**src/rtl/pipeline_ctrl.sv**
```systemverilog
// Pipeline hazard controller: arbitrates memory stall, branch redirect and data-hazard stall,
// drives all stage stall/flush/bubble enables, counts stall/flush events and flags data-stall deadlock.
//
// state  | meaning
// RUN    | pipeline advancing normally (or squashing on a branch)
// DSTALL | front end held waiting on a forwarded IDC operand
// MSTALL | whole pipeline held while data memory is busy
module pipeline_ctrl #(
  parameter int CNT_W          = 32,
  parameter int TIMEOUT_CYCLES = 1024,
  parameter int PC_W           = 64
) (
  input  logic              clk,
  input  logic              rst,
  input  logic              no_forwarding_data,
  input  logic              branch_taken_EXB,
  input  logic [PC_W-1:0]   branch_target_EXB,
  input  logic              mem_busy,
  output logic              stall_IF,
  output logic              stall_IDC,
  output logic              stall_IDR,
  output logic              stall_EX,
  output logic              stall_MEM,
  output logic              bubble_EXB,
  output logic              bubble_WB,
  output logic              flush_IF,
  output logic              flush_IDC,
  output logic              flush_IDR,
  output logic              redirect_valid,
  output logic [PC_W-1:0]   redirect_pc,
  output logic [CNT_W-1:0]  stall_cnt,
  output logic [CNT_W-1:0]  flush_cnt,
  output logic              deadlock_err
);

  localparam int DW = $clog2(TIMEOUT_CYCLES + 1);
  localparam logic [DW-1:0] C_TIMEOUT    = DW'(TIMEOUT_CYCLES);
  localparam logic [DW-1:0] C_TIMEOUT_M1 = DW'(TIMEOUT_CYCLES - 1);

  typedef enum logic [1:0] {
    RUN    = 2'd0,
    DSTALL = 2'd1,
    MSTALL = 2'd2
  } state_t;

  state_t            r_state;
  state_t            w_state_nxt;
  logic              r_pend_br;
  logic [PC_W-1:0]   r_pend_pc;
  logic              r_redirect_valid;
  logic [PC_W-1:0]   r_redirect_pc;
  logic [CNT_W-1:0]  r_stall_cnt;
  logic [CNT_W-1:0]  r_flush_cnt;
  logic              r_deadlock_err;
  logic [DW-1:0]     r_dstall_run;

  logic              w_branch;
  logic              w_front_stall;

  assign w_branch = branch_taken_EXB | r_pend_br;

  always_comb begin
    w_state_nxt   = r_state;
    stall_IF      = 1'b0;
    stall_IDC     = 1'b0;
    stall_IDR     = 1'b0;
    stall_EX      = 1'b0;
    stall_MEM     = 1'b0;
    bubble_EXB    = 1'b0;
    bubble_WB     = 1'b0;
    flush_IF      = 1'b0;
    flush_IDC     = 1'b0;
    flush_IDR     = 1'b0;
    w_front_stall = 1'b0;
    if (rst) begin
      flush_IF    = 1'b1;
      flush_IDC   = 1'b1;
      flush_IDR   = 1'b1;
      w_state_nxt = RUN;
    end else if (mem_busy) begin
      stall_IF      = 1'b1;
      stall_IDC     = 1'b1;
      stall_IDR     = 1'b1;
      stall_EX      = 1'b1;
      stall_MEM     = 1'b1;
      bubble_WB     = 1'b1;
      w_front_stall = 1'b1;
      w_state_nxt   = MSTALL;
    end else if (w_branch) begin
      // The operand-starved consumer is younger than the branch and gets squashed.
      flush_IF    = 1'b1;
      flush_IDC   = 1'b1;
      flush_IDR   = 1'b1;
      w_state_nxt = RUN;
    end else if (no_forwarding_data) begin
      stall_IF      = 1'b1;
      stall_IDC     = 1'b1;
      stall_IDR     = 1'b1;
      bubble_EXB    = 1'b1;
      w_front_stall = 1'b1;
      w_state_nxt   = DSTALL;
    end else begin
      w_state_nxt = RUN;
    end
  end

  always_ff @(posedge clk) begin
    if (rst) begin
      r_state          <= RUN;
      r_pend_br        <= 1'b0;
      r_pend_pc        <= '0;
      r_redirect_valid <= 1'b0;
      r_redirect_pc    <= '0;
      r_stall_cnt      <= '0;
      r_flush_cnt      <= '0;
      r_deadlock_err   <= 1'b0;
      r_dstall_run     <= '0;
    end else begin
      r_state          <= w_state_nxt;
      r_redirect_valid <= 1'b0;
      if (w_front_stall && (r_stall_cnt != {CNT_W{1'b1}}))
        r_stall_cnt <= r_stall_cnt + 1'b1;
      if (mem_busy) begin
        // EXB is held, so the first captured branch is the only real one.
        if (branch_taken_EXB && !r_pend_br) begin
          r_pend_br <= 1'b1;
          r_pend_pc <= branch_target_EXB;
        end
      end else if (w_branch) begin
        r_redirect_valid <= 1'b1;
        r_redirect_pc    <= r_pend_br ? r_pend_pc : branch_target_EXB;
        r_pend_br        <= 1'b0;
        r_dstall_run     <= '0;
        if (r_flush_cnt != {CNT_W{1'b1}})
          r_flush_cnt <= r_flush_cnt + 1'b1;
      end else if (no_forwarding_data) begin
        if (r_dstall_run != C_TIMEOUT)
          r_dstall_run <= r_dstall_run + 1'b1;
        if (r_dstall_run >= C_TIMEOUT_M1)
          r_deadlock_err <= 1'b1;
      end else begin
        r_dstall_run <= '0;
      end
    end
  end

  assign redirect_valid = r_redirect_valid;
  assign redirect_pc    = r_redirect_pc;
  assign stall_cnt      = r_stall_cnt;
  assign flush_cnt      = r_flush_cnt;
  assign deadlock_err   = r_deadlock_err;

endmodule

```
**config.mk**
```make
export PLATFORM = sky130hd
export DESIGN_NAME = pipeline_ctrl
export DESIGN_NICKNAME = d
export VERILOG_FILES = /design/src/rtl/pipeline_ctrl.sv
export SDC_FILE = /design/constraint.sdc
export NUM_CORES = 1
export LEC_CHECK = 0
export CORE_MARGIN = 2
export CORE_UTILIZATION = 35
export DETAILED_ROUTE_END_ITERATION = 10
export GPL_ROUTABILITY_DRIVEN = 0
export SLEW_MARGIN = 20
export SYNTH_ARGS = -nofsm -noshare
export SYNTH_HDL_FRONTEND = slang
export SYNTH_SLANG_ARGS = --single-unit
```
**constraint.sdc**
```tcl
create_clock -name clk -period 6.6 [get_ports clk]
set_clock_uncertainty 0.15 [all_clocks]
set_input_delay 0.66 -clock clk [delete_from_list [all_inputs] [get_ports clk]]
set_output_delay 0.66 -clock clk [all_outputs]
set_load 0.05 [all_outputs]
```
# == Yosys cells after proc, flatten, opt, wreduce, memory -nomap -nowiden ==
# Index checks and enable logic that the tools add are counted.
# word_totals
register_bits,206
input_bits,69
word_cells,48
# classes
add_sub_neg,3
n_lt_le_gt_ge,1
eq_ne,5
mux,18
bitwise_logic,3
n_reduce_logical,10
# op_table
cell,n
adder 32 x 1 -> 32 bit (second input constant),2
two-way mux 64 bit,1
!= test 32 bit (second input constant),2
two-way mux 11 bit,3
two-way mux 1 bit,14
adder 11 x 1 -> 11 bit (second input constant),1
>= comparator 11 x 10 -> 1 bit (second input constant),1
!= test 11 bit (second input constant),1
AND reduction 2 bit,4
AND reduction 4 bit,1
!= test 3 x 1 -> 1 bit (second input constant),1
AND reduction 3 bit,1
logical AND 1 bit,2
!= test 2 x 1 -> 1 bit (second input constant),1
NOT 1 bit,2
nonzero test 2 bit,1
zero test 1 bit,1
bitwise OR 1 bit,1

# == Longest topological paths before layout ==
# Gate-level depths: netlist (run 1).
# depth
word_depth,5
ltp_mapped,9

# == Worst setup path after synthesis (run 1) ==
# No wires, ideal clock.
# synth_path
path_type,input -> output
start,input port rst
end,output port stall_IDR
arrival_ps,2619
t_required_ps,5790
path_slack_ps,3171
stages,6
path_buffers,3
path_cell_list,clkbuf_1 nor2b_1 clkdlybuf4s15_1 nor2_1 inv_1 buf_4
# synth_via
elab_chain_len,1
# synth_lines
item,line,source
"start, declared",14,"input logic rst,"
two-way mux 1 bit,--,
"end, declared",21,"output logic stall_IDR,"
# No other way between the ends.

# == Worst setup path in the final report (run 1) ==
# layout_path
start,input port mem_busy
end,output port stall_IF
# layout_via
elab_chain_len,2
# layout_lines
item,line,source
"start, declared",18,"input logic mem_busy,"
two-way mux 1 bit,80,end else if (mem_busy) begin
two-way mux 1 bit,75,if (rst) begin
"end, declared",19,"output logic stall_IF,"
# No other way between the ends.

==> results of run 1 <==
==> final timing paths <==
check                  end  cells after the start  slack, ns
min          r_pend_pc[40]                      2       0.30
min reg2reg  r_pend_pc[40]                      2       0.30
max reg2reg  flush_cnt[25]                      6       3.69
max               stall_IF                      5       2.54
==> layer usage <==
| layer | up-vias | global-route usage [%] | part of all wire, % |
|---|---|---|---|
| met5 | - | 0 | 0 |
| met4 | 0 | 4.23 | 1.7 |
| met3 | 33 | 3.43 | 6.3 |
| met2 | 207 | 27.8 | 45 |
| met1 | 3721 | 24.7 | 47 |
| li1 | 4090 | - | - |
==> flip-flops by register name (all words and copies together) (netlist names) <==
register	flops
redirect_pc	64
deadlock_err	1
r_dstall_run	11
r_pend_br	1
flush_cnt	32
redirect_valid	1
stall_cnt	32
r_pend_pc	64
==> area by class of cell <==
cell class	count	area share, %
Multi-Input combinational cell	760	37.3
Sequential cell	206	34.6
Timing Repair Buffer	217	18.0
Clock buffer	35	5.88
Tap cell	330	3.46
Inverter	14	0.440
Clock inverter	4	0.262
Antenna cell	1	0.0210
==> worst max-delay path, delay by kind of cell <==
kind,cells,cell delay (ns)
buffers and inverters,3,1.66
and+or+nand+nor,2,0.93
==> cell usage in the layout (no fill, tap or decap), types with 3 or more instances in the layout <==
master and n:
ha_1 4, nand2_1 157, xnor2_1 14, clkdlybuf4s50_1 207
o21ai_0 35, a311oi_1 4, a31oi_1 3, a211oi_1 66
nand4_1 26, or4_1 12, a21oi_1 110, clkinv_2 3
o31ai_1 9, inv_1 13, o2111ai_1 5, nor2b_1 7
or3_1 30, nand3_1 22, clkbuf_1 5, dfxtp_1 205
nor2_1 110, mux2_2 3, clkbuf_8 6, mux2i_1 66
xor2_1 9, a31o_2 3, clkbuf_16 24, buf_4 8
or2_2 5, and4_1 8, nor3_1 14, and3_1 4
nor4_1 5, nand2b_1 3
==> power by group through the flow <==
stage	Clock, uW	Sequential (uW)	Combinational (uW)
floorplan	0	1450	155
global placement	0	1350	408
detailed placement	0	1350	409
CTS	1280	1320	411
global route	1330	1330	438
finish	1230	1320	407
==> through the flow <==
step                area [um^2]  util, %  cells  hold WS (ns)
floorplan                  8950        -   1055         0.286
CTS                       11900     47.4   1566         0.304
detailed placement        11200     44.5   1527         0.296
global placement          11200     44.5   1527         0.291
global route              11900     47.4   1567         0.317
finish                    11900     47.4   1567         0.302
==> cells by family after synthesis <==
logic type               after synthesis
AND/OR/NAND/NOR                      421
AO/OA/AOI/OAI                        243
flip-flops                           206
buffers and inverters                 89
multiplexers                          69
XOR/XNOR                              23
adder cells (fa/ha/maj)                4
==> results by stage, run 1 <==
Job:
- Max-cap violations in this run came to 0.

Synthesis:
- The number of warnings printed during yosys synthesis is 0.
- The cell count after synthesis is between 1000 and 1500.
- Among all flip-flop cells after synthesis, the most frequent one is dfxtp_1.
- The number of nets in the synthesized netlist is ~1100.
- The most frequent cell after synthesis is dfxtp_1.
- Yosys attributes the largest share of cell area to dfxtp_1 (46%), mux2i_1 (7.4%), nand2_1 (6.6%).
- By area, the combinational part of the netlist is dominated by simple AND/OR/NAND/NOR gates.
- The post-synthesis sequential element count is roughly 210.
- The fraction of the mapped netlist area in compound gates is 16.6%.
- The sequential-to-total area share from yosys stat is between 40% and 50%.
- The unique cell type count in the Yosys netlist is 57.
- After Yosys synthesis, XOR and XNOR cells account for around 2.2% of the synthesized area.
- The fraction of the mapped netlist area in simple logic gates is between 20% and 30%.
- Counting flops with a built-in enable in the synthesized netlist gives 0.
- The summed instance area of the synthesized netlist is between 8000 and 9000 um^2.
- For this run, asynchronously set or reset flops after synthesis account for 0%.
- The post-synthesis cell type with the largest combined area is dfxtp_1.
- The mean instance size in the synthesized netlist is 8.49 um^2.
- The multiplexer share of the synthesized area is about 7.8%.
- The top cell type's share of synthesized area is around 46%.
- Summing the areas of all fa, ha and maj instances in the mapped netlist gives 0.559% of the synthesized area.
- Sorting the synthesized cells by how often they occur yields dfxtp_1 (206), nand2_1 (157), nor2_1 (111).

Setup path:
- Walking the worst path, the cells encountered are clkdlybuf4s50_1, nor2b_1, nor2_1, inv_1, clkdlybuf4s50_1.
- The largest fanout on the critical path is 9.
- The kind of start point of the critical path is an input port.
- STA classifies the critical path endpoint as a primary output.
- On the worst path, the slowest cell contributes a delay of 0.85 ns.
- The startpoint-to-endpoint class of the critical path is in2out.
- The launch point of the worst reg-to-reg path is r_pend_br.
- The data required time at the worst endpoint is between 5 and 6 ns.
- The cell that appears most often on the critical path is clkdlybuf4s50_1.
- In this run the worst setup path begins at mem_busy.
- The arrival time reported for the critical path endpoint is about 3.3 ns.
- For this design, the slowest cell found on the critical path is clkdlybuf4s50_1.

Power and ir drop:
- Combinational logic is responsible for 13.7% of the overall power.
- Summed over all cells, the static leakage comes to a little under 0.004 uW.
- The relative contribution of sequential cells to total power is ~45%.
- After layout, the design draws a total of roughly 3000 uW.
- Dividing total power by cell area gives a power density of 248 nW/um^2.
- For this design the total switching power over the nets is a little under 800 uW.
- The clock network accounts for a little over two fifths of the total power.
- Across the VDD grid, the largest voltage drop is 0.127 mV.
- The internal power of the cells totals roughly 2200 uW.
- Net switching is 26.6% of the power.

Finish:
- Cells with a size suffix above 1 make up 5.42% of the layout.
- The combined area of the multi-input logic cells is 4450 um^2.
- At the end of the flow, the number of nets in the layout was approximately 1300.
- Relative to the synthesized area, the layout overhead comes to 33.3%.
- The filler cells instantiated in the layout total approximately 2400.
- Across the whole layout, storage elements account for between 4000 and 5000 um^2.

STA:
- The number of endpoints with negative hold slack in the final report was 0.
- For this run, the top clock speed supported by timing is between 200 and 250 MHz.
- The smallest setup slack after layout is 2.54 ns.
- The max-slew headroom at the worst pin is 34.4%.
- The count of pins over their slew limit is 0.
- For the pin with the worst max-slew slack, the measured transition is roughly 1 ns.
- Setup violations remaining at the end of the flow were counted as 0.
- Counting I/O delays and the setup requirement, the final critical path takes roughly 4 ns.
- The part of the cycle the worst path needs is 61.6%.
- Setup repair after global routing left no endpoint under its margin.
- Summed over all failing endpoints, the final setup total negative slack is 0 ns.

Route:
- The mean routed wirelength per cell is 15.5 um.
- The final routed wirelength across all metal layers is ~24 mm.
- The via-per-instance ratio is approximately 5.
- The first-pass iteration count of the detailed router is 5.
- The vias after detailed routing is slightly above 8000.
- Once detail routing completed, the nets flagged for antenna violations numbered 0.
- The post-route DRC violation count is 0.
- For this block, the initial DRC count from the detailed router was between 500 and 600.

Global routing:
- Entering global routing, the biggest net connects approximately 100 pins.
- The number of global-route vias before repair is roughly 7400.
- Global routing used around 18% of the available tracks.
- The number of antenna violations at the first check in global routing is 1.
- The wire length of the first global-routing pass is around 39 mm.
- Summed over all layers, the global routing overflow is 0.

Min path:
- The worst hold path begins at r_pend_pc[40].
- The min-delay analysis places its worst path in the category reg2reg.

Clock tree:
- Clock tree synthesis selected as its root buffer the cell clkbuf_16.
- The number of hold buffers added after cts is 0.
- The number of clock buffers added by TritonCTS is 24.
- The CTS clock-pin slew for the worst setup and hold paths is about 0.050 ns.
- The number of buffers on the longest clock path is 3.
- The worst-skew pair later-pin latency is approximately 0.51 ns.
- The clock tree from TritonCTS is built.
- The count of clock tree sinks is slightly above 200.
- The H-tree level count is 1.
- The number of gates resized after cts is 0.
- After clock tree synthesis, the setup repair step added 0 buffers.

Floorplanning:
- After floorplanning, the core was sized to cover between 20000 and 30000 um^2.
- From left edge to right edge, the die measures ~160 um.
- The placement row count is just under 60.
- Measured along the y axis, the die boundary spans around 160 um.
- The number of top-level design ports is 209.
- The initial utilization of the core area, before any placement, comes to between 30% and 40%.
- The area of the die is about 27000 um^2.

Placed design:
- The number of buffers inserted by port buffering is around 210.
- At the placement stage, the worst setup path has a slack of around 2.5 ns.
- The total half-perimeter wirelength after legalization and detailed placement is between 15 and 20 mm.

Outcome:
- The flow ran to the end, and the final reports show no timing, DRC or antenna violations.
Note: power is estimated with default switching activity, not from simulation.
==> inputs of run 2 (changes only) <==
- clock period: 6.6 -> 4.2 ns (I/O delays scaled with it)
==> run 2 against run 1 <==
  * Global-route usage fell by 0.23 points
  * Clock power grew 72%
  * Sequential power rose by 58%
  * Cell area rose by 0.89%
  * Via count decreased by 0.78%
  * Register-to-register slack got worse by 2.3 ns
  * Combinational power rose by 57%
  * Clock-buffer cell count unchanged
  * Wire length down 1.0%
  * First-iteration DRC count is 5.9% higher
==> results by stage, run 2 (synthesized netlist as in run 1, its figures left out) <==
STA:
- The setup violation total in the final timing report came to 0 (unchanged).
- The max-slew headroom at the worst pin is 30.6% (-3.8 points).
- The shortest clock period the worst path allows after layout is 3.51 ns.
- Derived from the worst setup path, the maximum achievable clock frequency is 285 MHz.
- The transition time of the tightest slew-check pin came to 1.04 ns (+0.0573 ns).
- The worst hold margin is 0.239 ns (-0.0624 ns).
- Setup repair after global routing left no endpoint under its margin.
- The final total negative setup slack is 0 ns (unchanged).
- The count of pins over their slew limit was 0 (unchanged).
- The number of endpoints with negative hold slack in the final report is 0 (unchanged).
- The part of the cycle the worst path needs is between 80% and 90%.

Setup path:
- For this design, the slowest cell found on the critical path is clkdlybuf4s50_1.
- The element type at the critical path end is a primary output.
- The critical path is of the reg2out type.
- The buffering stage count on the worst path with inverters included is 2 (-1).
- The dominant delay contributor by cell family on the critical path is buffers and inverters.
- The largest fanout on the critical path came to 21 (+12).
- The maximum cell stage delay along the critical path is 0.85 ns (about the same).
- Traced cell by cell, the critical path runs through nor4b_2, nor2_1, inv_1, clkdlybuf4s50_1.
- The arrival time reported for the critical path endpoint is 2.94 ns (-0.31 ns).
- The data required time at the worst endpoint was 3.63 ns (-2.16 ns).
- The kind of start point of the critical path is a register.

Global routing:
- The residual overflow from global routing is 0 (unchanged).
- The pin count of the biggest net entering global routing is 206 (+98%).
- The wire length of the first global-routing pass was 38.4 mm (-1.0%).
- The global-route usage over all layers is 17.4% (-0.23 points).
- The number of antenna violations at the first check in global routing is 0 (-1).
- The number of global-route vias before repair is 7373 (-0.45%).

Power and ir drop:
- The power share of the clock group is 43.8% (+2.2 points).
- The reported net switching power is 1270 uW (+60%).
- The relative contribution of sequential cells to total power was 43.0% (-1.6 points).
- The standby leakage power is 0.00397 uW (+1.3%).
- The part of the total power dissipated in combinational logic is 13.3% (-0.4 points).
- The internal power component came to 3570 uW (+64%).
- The share of total power consumed by net switching is 26.2% (-0.46 points).
- The maximum VDD drop is 0.332 mV (+160%).
- The power density of the placed cells is 402 nW/um^2 (+62%).

Placed design:
- The number of buffers inserted by port buffering was 208 (unchanged).
- The total half-perimeter wirelength after legalization and detailed placement is 15.6 mm (-0.58%).

Finish:
- The fraction of layout cells with a size suffix above 1 is 5.88% (+0.46 points).
- Leaving out fill and tap cells, the most frequent cells in the layout are clkdlybuf4s50_1 (207), dfxtp_1 (205), nand2_1 (157).
- The net count reported at finish is 1296 (unchanged).
- The area added between synthesis and finish is 34.5%.
- The leading cell type in the layout, fill and taps excluded is clkdlybuf4s50_1.
- The number of antenna cells inserted is 0 (-1).
- The count of fill cells added during filler insertion is 2400 (-1.8%).

Floorplanning:
- The area of the die was 26900 um^2 (unchanged).
- The floorplan die width is 164 um (unchanged).
- The placement row count came to 58 (unchanged).
- The number of top-level design ports is 209 (unchanged).
- The die height is 164 um (unchanged).
- The area of the core region is 25200 um^2 (unchanged).
- The effective utilization at floorplan is 35.6% (unchanged).

Clock tree:
- The worst-skew pair later-pin latency came to 0.51 ns (about the same).
- The number of gates resized after cts was 0 (unchanged).
- The H-tree level count is 1 (unchanged).
- TritonCTS built the clock tree.
- The number of hold buffers added after cts is 0 (unchanged).
- The CTS clock-pin slew for the worst setup and hold paths is 0.06 ns (about the same).
- The number of buffers inserted during clock tree synthesis is 24 (unchanged).
- The total setup buffers inserted after CTS came to 0 (unchanged).
- The clock root buffer is clkbuf_16.
- The number of buffers on the longest clock path was 3 (unchanged).
- The count of clock tree sinks is 206 (unchanged).

Route:
- The via-per-instance ratio was 5.08 (-1.0%).
- The number of antenna-violating nets in the routed design is 0 (unchanged).
- The number of DRC markers in iteration 0 is 615 (+5.9%).
- The first-pass iteration count of the detailed router is 5 (unchanged).
- The vias after detailed routing is 7988 (-0.78%).
- The final routed wirelength across all metal layers was 24.1 mm (-1.0%).
- The mean routed wirelength per cell is 15.3 um (-1.3%).
- The post-route DRC violation count was 0 (unchanged).

Outcome:
- The flow ran to the end, and the final reports show no timing, DRC or antenna violations.

Job:
- The number of max-cap violations is 0 (unchanged).

Min path:
- The min-delay analysis places its worst path in the category in2reg.
-- run 2: changes by cell type in the layout (fill, tap and decap cells not counted), sizes merged --
| cell | previous run | this run |
|---|---|---|
| clkinv | 5 | 7 |
| diode | 1 | 0 |
| clkinvlp | 0 | 1 |
| bufinv | 0 | 2 |
-- run 2: routing by layer --
layer	vias to the layer above	track usage (%)	share of wire [%]
met5	-	0	0
met4	0	4.15	1.7
met3	35	4.55	6.4
met2	177	27.6	44
met1	3669	23.6	48
li1	4107	-	-
-- run 2: layout make-up --
cell class,count,area [um^2],area share (%)
clock inverters,9,109,0.904
repair buffers,217,2180,18.1
clock buffers,35,712,5.91
well taps,330,413,3.43
multi-input cells,760,4450,37.0
flip-flops and latches,206,4130,34.3
inverters,14,52.6,0.436
-- run 2: per-stage QoR --
stage	util (%)	setup slack, ns	instance area (um^2)	std cells	power (uW)
global placement	44.6	0.750	11200	1527	2760
global route	47.8	0.460	12000	1571	5030
finish	47.8	0.690	12000	1571	4840
CTS	47.8	0.617	12000	1571	4910
floorplan	-	1.15	8950	1055	2530
detailed placement	44.6	0.702	11200	1527	2770
-- run 2: power by group through the flow --
stage	sequential [uW]	combinational, uW	clock (uW)
floorplan	2280	244	0
global placement	2120	644	0
detailed placement	2120	647	0
CTS	2080	649	2180
global route	2090	688	2250
finish	2080	641	2120
-- run 2: tightest hold or removal path, stage by stage --
cell,delay (ns)
buf_6,0.10
nor2b_1,0.04
buf_4,0.16
nor2b_1,0.13
-- run 2: final timing paths --
| check | slack (ns) | cells past startpoint | from | end |
|---|---|---|---|---|
| setup / recovery | 0.69 | 4 | r_pend_br | stall_IF |
| hold / removal | 0.24 | 4 | rst | r_pend_br |
| setup reg to reg | 1.40 | 5 | r_pend_br | stall_cnt[31] |
| hold reg to reg | 0.30 | 2 | r_pend_pc[6] | r_pend_pc[6] |
==> inputs of run 3 (changes only) <==
- clock period: 4.2 -> 3.6 ns (I/O delays scaled with it)
==> run 3 against run 2 <==
  * Sequential share of layout area is essentially flat
  * Cell count grew 0.25%
  * Global-route usage grew 0.24 points
  * Critical endpoint is now flush_IDR
  * Via count grew 2.2%
  * Hold slack lost 0.050 ns
  * Cell area grew 0.11%
  * Clock power grew 15%
  * Sequential power grew 17%
==> results by stage, run 3 (synthesized netlist as in run 1, its figures left out) <==
Power and ir drop:
- The power consumption is 5610 uW (+16%).
- The power density of the placed cells was 465 nW/um^2 (+16%).
- The maximum VDD drop is 0.282 mV (-15%).
- The standby leakage power is 0.00399 uW (+0.51%).

Job:
- The number of max-cap violations is 0 (unchanged).

Setup path:
- The worst setup path is captured at a primary output.
- The maximum cell stage delay along the critical path is 0.83 ns (-0.02 ns).
- The buffering stage count on the worst path with inverters included was 2 (unchanged).
- The arrival time reported for the critical path endpoint came to 2.57 ns (-0.37 ns).
- The dominant delay contributor by cell family on the critical path is buffers and inverters.
- On the critical path, the stage with the largest delay is an instance of clkdlybuf4s50_1.
- The worst reg2reg path depth came to 5 (unchanged).
- STA classifies the critical path startpoint as a register.
- The cell count along the critical path is 4 (unchanged).
- The data required time at the worst endpoint was 3.09 ns (-0.54 ns).
- The largest fanout on the critical path is 32 (+52%).
- The critical path in this run is classified as reg2out.
- Walking the worst path, the cells encountered are o21bai_1, buf_4, nand2b_1, clkdlybuf4s50_1.

Route:
- The number of DRC markers in iteration 0 is 483 (-21%).
- The number of antenna-violating nets in the routed design is 0 (unchanged).
- The mean routed wirelength per cell is 15.6 um (+1.6%).
- The post-route DRC violation count was 0 (unchanged).
- The via-per-instance ratio is 5.18 (+1.9%).
- The vias after detailed routing is 8164 (+2.2%).
- The final routed wirelength across all metal layers is 24.5 mm (+1.9%).
- The first-pass iteration count of the detailed router was 4 (-1).

Finish:
- The number of antenna cells inserted is 0 (unchanged).
- The combined area of the multi-input logic cells is 4450 um^2 (unchanged).
- Relative to the synthesized area, the layout overhead comes to 34.7%.
- The sequential standard cell area is 4130 um^2 (unchanged).
- The net count reported at finish was 1303 (+0.54%).
- The library cells used most frequently in the layout, excluding fill and tap cells, are dfxtp_1 (205), clkdlybuf4s50_1 (204), nand2_1 (157).
- The leading cell type in the layout, fill and taps excluded is dfxtp_1.
- The count of fill cells added during filler insertion was 2412 (+0.50%).
- The fraction of layout cells with a size suffix above 1 is 6.27% (+0.38 points).

Min path:
- The number of cells on the worst hold path was 4 (unchanged).
- The type of the most critical hold path is in2reg.

Floorplanning:
- The floorplan die width is 164 um (unchanged).
- The area of the core region is 25200 um^2 (unchanged).
- The die height is 164 um (unchanged).
- The placement row count is 58 (unchanged).
- The area of the die is 26900 um^2 (unchanged).
- The number of top-level design ports is 209 (unchanged).
- The effective utilization at floorplan is 35.6% (unchanged).

STA:
- The transition time of the tightest slew-check pin was 0.860 ns (-0.182 ns).
- The count of pins over their slew limit is 0 (unchanged).
- The setup violation total in the final timing report is 0 (unchanged).
- The final total negative setup slack is 0 ns (unchanged).
- Setup repair after global routing left no endpoint under its margin.
- The max-slew headroom at the worst pin is 41.8% (+11 points).
- The shortest clock period the worst path allows after layout is 3.08 ns.
- The worst hold margin is 0.190 ns (-0.0497 ns).
- Of the available clock period, the critical path in the final layout requires 85.5%.
- The number of endpoints with negative hold slack in the final report was 0 (unchanged).
- Derived from the worst setup path, the maximum achievable clock frequency is 325 MHz.

Global routing:
- The pin count of the biggest net entering global routing was 107 (-48%).
- The global-route track usage on met3 is 4.14% (-0.40 points).
- The fraction of met2 tracks used by global routing is 27.6% (+0.038 points).
- The number of global-route vias before repair was 7356 (-0.23%).
- The residual overflow from global routing is 0 (unchanged).
- The global-route usage over all layers is 17.6% (+0.24 points).
- The number of antenna violations at the first check in global routing was 0 (unchanged).
- The wire length of the first global-routing pass came to 38.8 mm (+0.86%).
- The peak-usage layer in the global routing report is met2.
- The global-route track usage on met1 came to 24.6% (+1.0 points).

Clock tree:
- The total setup buffers inserted after CTS is 0 (unchanged).
- The count of clock tree sinks is 206 (unchanged).
- The clock root buffer is clkbuf_16.
- The H-tree level count is 1 (unchanged).
- The number of hold buffers added after cts is 0 (unchanged).
- The number of buffers on the longest clock path is 3 (unchanged).
- The CTS clock-pin slew for the worst setup and hold paths is 0.06 ns (about the same).
- The number of gates resized after cts was 0 (unchanged).
- The worst-skew pair later-pin latency was 0.51 ns (about the same).
- The number of buffers inserted during clock tree synthesis is 24 (unchanged).
- The clock tree from TritonCTS is built.

Placed design:
- The total half-perimeter wirelength after legalization and detailed placement is 16.0 mm (+2.3%).
- The number of buffers inserted by port buffering was 208 (unchanged).

Outcome:
- The flow ran to the end, and the final reports show no timing, DRC or antenna violations.
[run 3: power breakdown]
part | leakage, uW | switching [uW] | internal [uW] | total, uW
Clock | 0.000384 | 941 | 1490 | 2430
Combinational | 0.00193 | 472 | 279 | 751
Sequential | 0.00168 | 55.9 | 2370 | 2430
[run 3: layer usage]
layer | vias up | wire, um | share of wire, %
met4 | 0 | 295 | 1.2
li1 | 4126 | - | -
met1 | 3805 | 11500 | 47
met2 | 206 | 11000 | 45
met5 | - | 0 | 0
met3 | 27 | 1750 | 7.1
[run 3: area by class of cell]
| cell class | instances | area share (%) |
|---|---|---|
| multi-input combinational | 760 | 36.9 |
| sequential | 206 | 34.2 |
| timing repair buffer | 224 | 18.4 |
| clock buffer | 35 | 5.83 |
| tap | 330 | 3.42 |
| clock inverter | 6 | 0.685 |
| inverter | 14 | 0.436 |
[run 3: worst paths after layout]
path | startpoint | endpoint | slack [ns]
worst max register to register | r_pend_br | stall_cnt[29] | 0.65
worst min-delay path | rst | r_pend_br | 0.19
worst min register to register | r_pend_pc[38] | r_pend_pc[38] | 0.30
worst max-delay path | r_pend_br | flush_IDR | 0.52
[run 3: through the flow]
stage / utilization (%) / cells / worst slack, ns / area [um^2]
final: 47.9 / 1575 / 0.523 / 12100
after global routing: 47.9 / 1575 / 0.386 / 12100
after CTS: 47.9 / 1575 / 0.491 / 12100
after detailed placement: 44.7 / 1534 / 0.336 / 11300
after global placement: 44.7 / 1534 / 0.387 / 11300
after floorplan: - / 1055 / 0.613 / 8950
[run 3: tightest hold or removal path, stage by stage]
cell and delay, ns:
buf_6 0.11, nor2b_1 0.05, buf_4 0.16, nor2b_1 0.13
